[src/rtl/patchembed_sched.sv]
// Patch-embedding convolution sequencer: walks every (kernel, row, col) window,
// issues credit-limited MAC requests and maps in-order results to output buffer writes.
module patchembed_sched #(
    parameter int kernels     = 64,
    parameter int out_size    = 27,
    parameter int stride      = 8,
    parameter int size        = 16,
    parameter int pixel       = 224,
    parameter int pixel_width = $clog2(pixel),
    parameter int max_out     = 4
) (
    input  logic                                clk,
    input  logic                                reset,
    input  logic                                start,
    output logic                                done,
    output logic                                busy,
    output logic                                req_valid,
    input  logic                                req_ready,
    output logic [$clog2(kernels)-1:0]          req_kernel,
    output logic [pixel_width-1:0]              req_row,
    output logic [pixel_width-1:0]              req_col,
    input  logic                                rsp_valid,
    output logic                                wr_en,
    output logic [$clog2(kernels)-1:0]          wr_kernel,
    output logic [$clog2(out_size*out_size)-1:0] wr_pos,
    output logic                                err
);
    localparam int kw = $clog2(kernels);
    localparam int cw = $clog2(out_size);
    localparam int pw = $clog2(out_size * out_size);
    localparam int ow = $clog2(max_out + 1);

    localparam logic [kw-1:0]          k_last   = kw'(kernels - 1);
    localparam logic [cw-1:0]          c_last   = cw'(out_size - 1);
    localparam logic [pw-1:0]          pos_last = pw'(out_size * out_size - 1);
    localparam logic [pixel_width-1:0] step     = pixel_width'(stride);
    localparam logic [ow-1:0]          out_max  = ow'(max_out);
    // A window geometry that does not tile the image exactly never leaves IDLE.
    localparam logic geometry_ok = ((out_size - 1) * stride + size == pixel);

    typedef enum logic [1:0] {IDLE, ISSUE, DRAIN, DONE} state_t;

    state_t        state, state_next;
    logic [cw-1:0] orow, ocol;
    logic [kw-1:0] ck;
    logic [pw-1:0] cpos;
    logic [ow-1:0] outstanding;
    logic          fire, rsp_ok, launch, last_req, last_rsp;

    assign fire      = req_valid & req_ready;
    assign rsp_ok    = rsp_valid & (outstanding != '0);
    assign launch    = (state == IDLE) & start & geometry_ok;
    assign last_req  = (req_kernel == k_last) & (orow == c_last) & (ocol == c_last);
    assign last_rsp  = (ck == k_last) & (cpos == pos_last);
    assign req_valid = (state == ISSUE) & (outstanding < out_max);
    assign done      = (state == DONE);
    assign busy      = (state == ISSUE) | (state == DRAIN);

    always_ff @(posedge clk or posedge reset) begin
        if (reset) state <= IDLE;
        else       state <= state_next;
    end

    always_comb begin
        state_next = state;
        case (state)
            IDLE:    if (launch)              state_next = ISSUE;
            ISSUE:   if (fire && last_req)    state_next = DRAIN;
            DRAIN:   if (rsp_ok && last_rsp)  state_next = DONE;
            DONE:    if (!start)              state_next = IDLE;
            default:                          state_next = IDLE;
        endcase
    end

    // Window origin accumulates by stride alongside the counters, so no multiplier.
    always_ff @(posedge clk or posedge reset) begin
        if (reset) begin
            req_kernel <= '0;
            orow       <= '0;
            ocol       <= '0;
            req_row    <= '0;
            req_col    <= '0;
        end else if (launch) begin
            req_kernel <= '0;
            orow       <= '0;
            ocol       <= '0;
            req_row    <= '0;
            req_col    <= '0;
        end else if (fire) begin
            if (ocol == c_last) begin
                ocol    <= '0;
                req_col <= '0;
                if (orow == c_last) begin
                    orow       <= '0;
                    req_row    <= '0;
                    req_kernel <= (req_kernel == k_last) ? '0 : req_kernel + 1'b1;
                end else begin
                    orow    <= orow + 1'b1;
                    req_row <= req_row + step;
                end
            end else begin
                ocol    <= ocol + 1'b1;
                req_col <= req_col + step;
            end
        end
    end

    always_ff @(posedge clk or posedge reset) begin
        if (reset)                  outstanding <= '0;
        else if (launch)            outstanding <= '0;
        else if (fire && !rsp_ok)   outstanding <= outstanding + 1'b1;
        else if (!fire && rsp_ok)   outstanding <= outstanding - 1'b1;
    end

    // Results come back in issue order, so a second pair of counters names each one.
    always_ff @(posedge clk or posedge reset) begin
        if (reset) begin
            ck        <= '0;
            cpos      <= '0;
            wr_en     <= 1'b0;
            wr_kernel <= '0;
            wr_pos    <= '0;
        end else begin
            wr_en <= rsp_ok;
            if (launch) begin
                ck   <= '0;
                cpos <= '0;
            end else if (rsp_ok) begin
                wr_kernel <= ck;
                wr_pos    <= cpos;
                if (cpos == pos_last) begin
                    cpos <= '0;
                    ck   <= (ck == k_last) ? '0 : ck + 1'b1;
                end else begin
                    cpos <= cpos + 1'b1;
                end
            end
        end
    end

    always_ff @(posedge clk or posedge reset) begin
        if (reset)                                 err <= 1'b0;
        else if (rsp_valid && outstanding == '0)   err <= 1'b1;
        else if (launch)                           err <= 1'b0;
    end
endmodule

[config.mk]
export PLATFORM = sky130hd
export DESIGN_NAME = patchembed_sched
export DESIGN_NICKNAME = d
export VERILOG_FILES = /design/src/rtl/patchembed_sched.sv
export SDC_FILE = /design/constraint.sdc
export NUM_CORES = 1
export LEC_CHECK = 0
export ABC_AREA = 1
export ABC_CLOCK_PERIOD_IN_PS = 2990
export CAP_MARGIN = 20
export CORE_MARGIN = 1
export CORE_UTILIZATION = 42
export CTS_CLUSTER_SIZE = 24
export DETAILED_ROUTE_END_ITERATION = 8
export GPL_ROUTABILITY_DRIVEN = 0
export HOLD_SLACK_MARGIN = 0.03
export SLEW_MARGIN = 20
export SYNTH_ARGS = -nofsm -noshare
export SYNTH_HDL_FRONTEND = slang
export SYNTH_SLANG_ARGS = --single-unit
[constraint.sdc]
create_clock -name clk -period 2.99 [get_ports clk]
set_input_delay 0.299 -clock clk [delete_from_list [all_inputs] [get_ports clk]]
set_output_delay 0.299 -clock clk [all_outputs]
set_load 0.02 [all_outputs]
Word-level counts from Yosys, hierarchy flattened
Cells that the tools add are included.

Add/subtract/negate cells: 9. $mul: 0. Div/mod/pow operators: 0. Magnitude comparators: 1. Equal/unequal tests: 12. Shift operators: 0. Multiplexer cells: 36. Bitwise operators: 9. Reductions and logical operators: 22.

Operators by type and width (number): 8-bit two-way mux (7); 6-bit two-way mux (9); 5-bit two-way mux (7); 10-bit two-way mux (3); 8-bit by 4-bit adder with 8-bit output, second input constant (2); 6-bit by 1-bit adder with 6-bit output, second input constant (2); 6-bit == test, second input constant (2); 2-bit nonzero test (6); 10-bit by 1-bit adder with 10-bit output, second input constant (1); 5-bit by 1-bit adder with 5-bit output, second input constant (2); 10-bit == test, second input constant (1); 5-bit == test, second input constant (2); 3-bit two-way mux (3); 2-bit two-way mux (4); 2-bit case mux with 4 select lines (1); 1-bit AND (7); 2-bit AND reduction (3); 3-bit nonzero test (2); 1-bit logical AND (5); 2-bit == test, second input constant (2); 2-bit by 1-bit != test with 1-bit output, second input constant (2); 2-bit != test, second input constant (2); 4-bit AND reduction (1); 3-bit by 1-bit adder with 3-bit output, second input constant (1); 10 further kinds (12).

Flip-flop bits (word level): 71. Bits in latches: 0. Bits in writable memories: 0. Bits in read-only memories: 0. Bits of input ports: 5. Output and inout port bits: 43. Logic and storage cells: 102. Memories kept: 0.

Logic depth before layout (Yosys ltp)
Depth in word-level cells: 8. Depth in mapped cells: 12. Depth with buffers taken out: 11.

Worst setup path after synthesis
Ideal clock, no wire load.

Path type: flip-flop to flip-flop. Start point: register state[1]. End point: register outstanding[1]. Setup time: 0.083 ns. Arrival time: 1.705 ns. Data required time: 2.907 ns. Setup slack: 1.202 ns. Stages on the path, launching flop included: 11. Path buffers: 0. Period minus slack after synthesis: 1.788 ns. Cell sequence: dfrtp_1 -> inv_1 -> ha_1 -> nand3_4 -> inv_1 -> nand2_1 -> inv_1 -> fa_1 -> nor2_1 -> nand2_1 -> o21ai_0.

Word-level cells in the longest chain between the ends: 6. Elaborated cells on any way between the ends: 11. Those cells by class: eq/ne (1); mux (2); bitwise (3); reduce/logical (5).

RTL lines: from (decl) (line 43) `state_t state, state_next;`; from (signal assigned) (line 61) `else state <= state_next;`; 2-bit by 1-bit == test with 1-bit output (line 55) `assign req_valid = (state == ISSUE) & (outstanding < out_max);`; 1-bit AND (line 55); 1-bit AND (line 50) `assign fire = req_valid & req_ready;`; 1-bit logical AND or 1-bit zero test (tied branches) (line 111, 112); 3-bit two-way mux or 1-bit logical AND (tied branches) (line 111, 112); 3-bit two-way mux or 3-bit nonzero test (tied branches); to (signal assigned) (line 111) `else if (fire && !rsp_ok) outstanding <= outstanding + 1'b1;`; to (signal assigned) (line 112) `else if (!fire && rsp_ok) outstanding <= outstanding - 1'b1;`; to (decl) (line 47) `logic [ow-1:0] outstanding;`.

Several ways; a longest one is shown, not always the timed one. A chain may end at the register's enable or synchronous reset.

Worst setup path in the final report
Start point: register state[1]. End point: output port req_valid.

Word-level cells in the longest chain between the ends: 2.

RTL lines: 2-bit by 1-bit == test with 1-bit output (line 55); 1-bit AND (line 55); to (decl) (line 17) `output logic req_valid,`.

No other way between the ends.

==> results.md <==
| Stage | Parameter | Value |
|:---|:---|:---|
| detailed routing | DRT iter0 DRCs | 109 |
| timing | Minimum setup slack in the final design | 0.851 ns |
| clock tree | Total of hold buffers inserted after clock tree synthesis | 0 |
| global route | GRT Util Overall | 17.6% |
| global route | Met3 GRT Util | 5.91% |
| synthesis | Cell variety after synth | 40 |
| worst hold path | Hold/Removal Path Class | reg -> reg |
| global route | Fraction of met2 tracks used by global routing | 30.1% |
| clock tree | Total setup buffers inserted after CTS | 0 |
| synthesis | Synth Cell Area | 3450 um2 |
| floorplan | Number of rows created at floorplan | 32 |
| pwr | Power density normalized to cell area | 842 nW/um2 |
| pwr | Maximum ir drop on the vdd rail | 445 uV |
| timing | Maximum clock frequency | 467 MHz |
| synthesis | Proportion of synthesized flip-flops having asynchronous set or reset | 100% |
| timing | Sum of negative setup slack | 0 ns |
| cells and area | Diode count | 0 |
| timing | Post-layout minimum cycle time | 2.14 ns |
| timing | Final setup viols | 0 |
| place | Port-buffer cells | 41 |
| global route | Remaining Overflow, GRT | 0 |
| timing | Share of the clock period used by the worst path after layout | 71.6% |
| floorplan | Height of the chip | 92.6 um |
| timing | Hold Violations, Final | 0 |
| floorplan | Initial core utilization | 43.9% |
| global route | Fraction of met1 tracks used by global routing | 21.0% |
| clock tree | Resized cells post-CTS | 0 |
| detailed routing | Total wire length after detailed routing | 6.93 mm |
| worst setup path | Arrival time worst endpoint | 1.84 ns |
| place | Placement-stage worst setup slack | 0.995 ns |
| detailed routing | DR DRC count | 0 |
| synthesis | Post-synth top flop | dfrtp_1 |
| timing | Setup repair after global routing missed its margin | no |
| clock tree | H-Tree Depth | 3 |
| clock tree | CTS Root Buffer Type | clkbuf_8 |
| cells and area | Core utilization of the finished layout | 52.6% |
| global route | First-pass GRT wire length | 11.7 mm |
| detailed routing | Routed wire per std cell | 12.8 um |
| global route | Number of global-route vias before repair | 2558 |
| timing | Pin slew with the least headroom to its limit | 0.817 ns |
| synthesis | Post-Syn Instances | 387 |
| cells and area | Final net count | 455 |
| clock tree | Buffer depth of the longest clock path | 2 |
| clock tree | Clock tree from TritonCTS | done |
| pwr | Static Leak | 1.95 nW |
| worst setup path | Kind of end point of the critical path | primary output |
| cells and area | Layout filler cell count | 773 |
| worst setup path | Startpoint type of the worst setup path | register |
| global route | Busiest layer in global routing | met2 |
| synthesis | Post-synth EDFFs | 0 |
| detailed routing | Total via count after detailed routing | 2638 |
| synthesis | Syn Area/Cell | 8.90 um2 |
| floorplan | Number of top-level design ports | 48 |
| clock tree | Clock insertion delay at the later pin of the skew report | 0.34 ns |
| clock tree | CTS buffer count | 9 |
| cells and area | Non-Filler Instances | 541 |
| synthesis | Share of synthesized area occupied by flip-flops and latches | 47.2% |
| outcome | Outcome | complete, no violations |
| clock tree | Num Clock Sinks | 65 |
| global route | Maximum number of pins on one net before global-route repair | 66 |
| synthesis | Flop and latch count out of synthesis | 65 |
| place | Number of instances in the placed design | 525 |
| timing | Number of max-slew violations in the final report | 0 |
| place | Detailed placement HPWL | 4.85 mm |
| timing | Worst Skew | 0.0101 ns |
| floorplan | Die Outline Area | 8570 um2 |
| timing | Relative slew margins | 45.5% |
| cells and area | Area growth from synthesis to final layout | 19.8% |
| worst setup path | Required time at the worst-slack endpoint | 2.69 ns |
| synthesis | Yosys warning count | 0 |
| detailed routing | Number of iterations in the first detailed-routing pass | 4 |
| clock tree | CTS clock-pin slew for the worst setup and hold paths | 0.07 ns |
| floorplan | Area of the core region | 7850 um2 |
| floorplan | Width of the chip | 92.6 um |
| worst setup path | Worst Path Max Fanout | 4 |
| cells and area | Fraction of final layout cells sized beyond drive strength 1 | 11.6% |
| worst setup path | Setup Crit Path Kind | reg -> out |
| detailed routing | Vias per cell | 4.88 |
| global route | Number of antenna violations at the first check in global routing | 0 |
| job | Count of maximum capacitance violations | 0 |
| detailed routing | ANT nets after route | 0 |
==> layer usage <==
metal  vias to the layer above  wire length, um
li1                       1344                -
met1                      1244             3190
met2                        42             3400
met3                         8              264
met4                         0               73
met5                         -                0
==> metrics by stage <==
step	power [mW]	instance area (um2)	hold slack [ns]
floorplan	2.25	3460	0.440
finish	3.48	4130	0.493
detailed placement	2.73	3920	0.484
global route	3.74	4130	0.506
global placement	2.70	3920	0.479
CTS	3.53	4130	0.500
==> state kept, by name (all words and copies together), names as in the netlist, 5 cells and up <==
register    count
ocol            5
orow            5
cpos           10
wr_pos         10
req_row         5
wr_kernel       6
ck              6
req_kernel      6
req_col         5
==> cell families (layout without fill, tap and decap cells) <==
logic type	Yosys count	in the layout	share of synthesized area (%)
AND/OR/NAND/NOR	172	172	23.5
flip-flops	65	65	47.2
AO/OA/AOI/OAI	62	62	10.6
buffers and inverters	53	100	7.41
adder cells (fa/ha/maj)	16	16	6.03
XOR/XNOR	9	9	2.29
multiplexers	9	9	2.90
other	1	6	0.109
==> cell type report <==
| class | instances | area (um2) | share of cell area (%) |
|---|---|---|---|
| clock buffer | 14 | 173 | 4.18 |
| clock inverter | 2 | 35.0 | 0.849 |
| inverter | 41 | 156 | 3.79 |
| multi-input combinational | 274 | 1580 | 38.4 |
| sequential | 65 | 1630 | 39.4 |
| tap | 102 | 128 | 3.09 |
| timing repair buffer | 43 | 425 | 10.3 |
==> report_power, final <==
group	leakage [nW]	total, mW	internal [mW]	switching, mW
registers	0.863	1.27	1.10	0.171
logic	0.976	1.43	0.587	0.844
clock network	0.107	0.778	0.453	0.325
total	1.95	3.48	2.14	1.34
==> Yosys cell counts (2+ instances only) <==
master	number	area [um2]
buf_6	3	33.8
o21ai_1	7	35.0
nor3_1	3	15.0
nor2_8	2	40.0
xnor2_1	2	17.5
inv_2	6	22.5
mux2_2	8	90.1
nand2_1	79	297
nor2_2	2	12.5
o21a_1	8	60.1
o21bai_2	2	22.5
nand3b_1	2	15.0
o21ai_2	2	17.5
nor2_1	33	124
nand2_2	3	18.8
inv_1	34	128
or2_2	2	12.5
buf_4	8	60.1
nand3_1	35	175
o21ai_0	25	125
xor2_1	7	61.3
nand2_4	2	22.5
nand4_1	5	31.3
ha_1	15	188
a21oi_1	13	65.1
dfrtp_1	65	1630
==> path summary, 6_finish.rpt <==
path / start / end / slack [ns] / cells past startpoint
min in group asynchronous: reset / req_row[3] / 0.50 / 3
min reg2reg: wr_pos[1] / wr_pos[1] / 0.49 / 1
max reg2reg: state[1] / outstanding[1] / 1.03 / 10
max: state[1] / req_valid / 0.85 / 5
min: wr_pos[1] / wr_pos[1] / 0.49 / 1
max in group asynchronous: reset / orow[3] / 1.92 / 3
==> placed cells by master, fill, tap and decap left out, drive strengths merged, types with 14 or more instances in the layout <==
master	Yosys	routed
a21oi	14	14
clkbuf	0	14
clkdlybuf4s50	0	41
dfrtp	65	65
ha	15	15
inv	41	41
nand2	84	84
nand3	37	37
nor2	38	38
o21ai	34	34
==> worst max-delay path: stages (launching register included) <==
cell,delay (ns)
dfrtp_1,0.41
inv_1,0.11
ha_1,0.24
inv_1,0.06
nor2_1,0.08
clkdlybuf4s50_1,0.61
(Power assumes the default switching activity.)
==> RTL change 1: new RTL, same settings <==
Encoding of `state_t`: now one-hot (4 bits for 4 states).
--- a/src/rtl/patchembed_sched.sv
+++ b/src/rtl/patchembed_sched.sv
@@ -40,3 +40,3 @@
 
-    typedef enum logic [1:0] {IDLE, ISSUE, DRAIN, DONE} state_t;
+    typedef enum logic [3:0] {IDLE = 4'b0001, ISSUE = 4'b0010, DRAIN = 4'b0100, DONE = 4'b1000} state_t;
 
Check against the original RTL: no difference found for any inputs over 4 cycles, from zero or initial values and one cycle with reset high; so few cycles prove little.
==> RTL change 1 against the unedited design <==
  * Register-to-register slack got worse by 0.18 ns
  * Area after synthesis rose by 3.1%
  * Sequential cell count rose by 2
  * Utilization fell by 1.2 points
  * Combinational power fell by 20%
  * Wire length rose by 3.2%
  * Count of clock-buffer cells in the layout fell by 3
  * Cell area rose by 2.4%
  * Clock power fell by 3.5%
  * Worst setup slack got worse by 0.0021 ns
  * Total power fell by 9.2%
==> RTL change 1: results (changes against the unedited design) <==
[critical_path] critical path peak fanout 28 [+24]
[synth] sequential cell area fraction in the yosys report 47.2% [about the same]
[detailed_routing] detailed route wirelength on metal3 218 um [-17%]
[global_routing] wire length of the first global-routing pass 12,400 um [+5.9%]
[global_routing] maximum number of pins on one net before global-route repair 68 [+3.0%]
[placement] placed cells 576 [+9.7%]
[worst_hold_path] worst hold-check path type in -> async
[critical_path] reg-to-reg startpoint state[2]
[sta] Clock Skew 0.00719 ns [-0.00291 ns]
[placement] dpl hpwl 5000 um [+3.2%]
[finish] area of all sequential standard cells 0.00168 mm2 [+3.2%]
[detailed_routing] wire per inst 12.1 um [-5.7%]
[finish] clk cell area share 4.59% [-0.44 points]
[sta] Slew @ Worst Pin 0.599 ns [-0.219 ns]
[power] leakage component of the power 2.01 nW [+3.4%]
[detailed_routing] detailed-routing wirelength on met1 3580 um [+12%]
[finish] Plain + repair buffers 44 [+2.3%]
[critical_path] Register-to-Register Setup Slack 0.85 ns [-0.18 ns]
[sta] Peak Freq 0.467 GHz [about the same]
[finish] # nets final 498 [+9.5%]
[finish] Multi-input gate area 0.00156 mm2 [-1.4%]
[status] run status finished clean
[critical_path] cell type of the slowest stage on the worst timing path sky130_fd_sc_hd__dfrtp_1
[critical_path] cell depth of the worst flop-to-flop path 8 [-2]
[global_routing] GR Layer Usage met2 28.0% [-2.1 points]
[global_routing] All-Layer GR Usage 18.2% [+0.61 points]
[finish] total of clock buffers placed in the layout 11 [-3]
==> RTL change 1: through the flow <==
| stage | total power, mW | instance area (um2) |
|---|---|---|
| 2_1_floorplan | 2.08 | 3570 |
| 3_5_place_dp | 2.43 | 4030 |
| 6_report | 3.15 | 4220 |
| 3_3_place_gp | 2.40 | 4030 |
| 4_1_cts | 3.19 | 4220 |
| 5_1_grt | 3.40 | 4220 |
==> RTL change 1: cells by family (layout without fill, tap and decap cells) <==
| kind of cell | after synthesis | after routing | synth area share (%) |
|---|---|---|---|
| and+or+nand+nor | 218 | 218 | 27.4 |
| buffers and inverters | 73 | 117 | 9.37 |
| xor gates and xnor gates | 10 | 10 | 2.47 |
| other | 1 | 6 | 0.106 |
| AOI/OAI and AO/OA | 58 | 58 | 9.37 |
| DFF | 67 | 67 | 47.2 |
| adders and majority gates | 11 | 11 | 4.09 |
==> RTL change 2: new RTL, same flow settings <==
Without the edit above. Change the parameter `pixel` from 224 to 336.
--- a/src/rtl/patchembed_sched.sv
+++ b/src/rtl/patchembed_sched.sv
@@ -7,3 +7,3 @@
     parameter int size        = 16,
-    parameter int pixel       = 224,
+    parameter int pixel       = 336,
     parameter int pixel_width = $clog2(pixel),
Ports: changed (resized req_col and req_row); port bits go from 48 to 50. The function was not compared with the original's and may differ.
==> RTL change 2 against the unedited design <==
  * Worst setup slack worse by 0.16 ns
  * Sequential cell count is 2 higher
  * Area after synthesis is 3.2% lower
  * Total power is 20% lower
  * Critical endpoint is now outstanding[2]
  * Register-to-register slack worse by 0.34 ns
  * Via count is 5.3% lower
  * Non-clock buffer count is 1 higher
  * Cell area is 1.8% lower
  * Sequential share of layout area is 2.0 points higher
  * Combinational power is 46% lower
  * Wire length is 12% lower
==> RTL change 2: results (changes against the unedited design) <==
[status] run status finished clean
[global_routing] GR Layer Usage met2 26.6% [-3.5 points]
[worst_hold_path] worst hold-check path type in -> async
[finish] filler-free cell count of the finished design 527 [-2.6%]
[sta] setup slack after layout 0.688 ns [-0.162 ns]
[placement] dpl hpwl 4190 um [-14%]
[placement] port buffer count 43 [+4.9%]
[critical_path] critical path endpoint outstanding[2]
[power] power consumed by the clock network 0.797 mW [+2%]
[finish] total of clock buffers placed in the layout 13 [-1]
[detailed_routing] drt first-iter violations 141 [+29%]
[synth] sequential cell area fraction in the yosys report 50.3% [+3.1 points]
[synth] xor/xnor cell area share of the yosys netlist 3.15% [+0.86 points]
[detailed_routing] WL final 6100 um [-12%]
[finish] relative area of non-clock buffer cells in the final design 11.1% [+0.81 points]
[finish] clk cell area share 5.28% [+0.25 points]
[global_routing] All-Layer GR Usage 16.4% [-1.1 points]
[power] leakage component of the power 1.93 nW [-0.79%]
[global_routing] met3 routing resource usage after global routing 4.61% [-1.3 points]
[synth] Mapped Cells 374 [-3.4%]
[synth] top cells by count, synth 72 x sky130_fd_sc_hd__nand2_1, 67 x sky130_fd_sc_hd__dfrtp_1, 48 x sky130_fd_sc_hd__inv_1
[critical_path] critical path class reg -> reg
[global_routing] wire length of the first global-routing pass 10,900 um [-6.4%]
[critical_path] Critical Path Sink Type register
[cts] Num Clock Sinks 67 [+3.1%]
[finish] multi-input combinational area share 34.5% [-3.8 points]
[power] share of power burned in the clock network 28.5% [+6.1 points]
[critical_path] arrival time at the worst endpoint 2.56 ns [+0.72 ns]
[synth] count of distinct cell types in the synthesized netlist 33 [-18%]
[RTL change 2: cell count changes after synthesis, sizes merged, moves of 4 or more]
cell	change
nand2	-8
nand3	-14
mux2	-7
o21a	-6
nand4	+6
nor2	-4
nor3	+5
inv	+8
[RTL change 2: worst max-delay path: stages, from the launching register on]
cell	delay [ns]
sky130_fd_sc_hd__dfrtp_1	0.43
sky130_fd_sc_hd__inv_1	0.11
sky130_fd_sc_hd__ha_1	0.25
sky130_fd_sc_hd__nand3_2	0.25
sky130_fd_sc_hd__inv_1	0.21
sky130_fd_sc_hd__ha_1	0.16
sky130_fd_sc_hd__inv_1	0.07
sky130_fd_sc_hd__fa_1	0.39
sky130_fd_sc_hd__nor2_1	0.11
sky130_fd_sc_hd__nor2_1	0.04
sky130_fd_sc_hd__nand2_1	0.07
sky130_fd_sc_hd__xor2_1	0.14
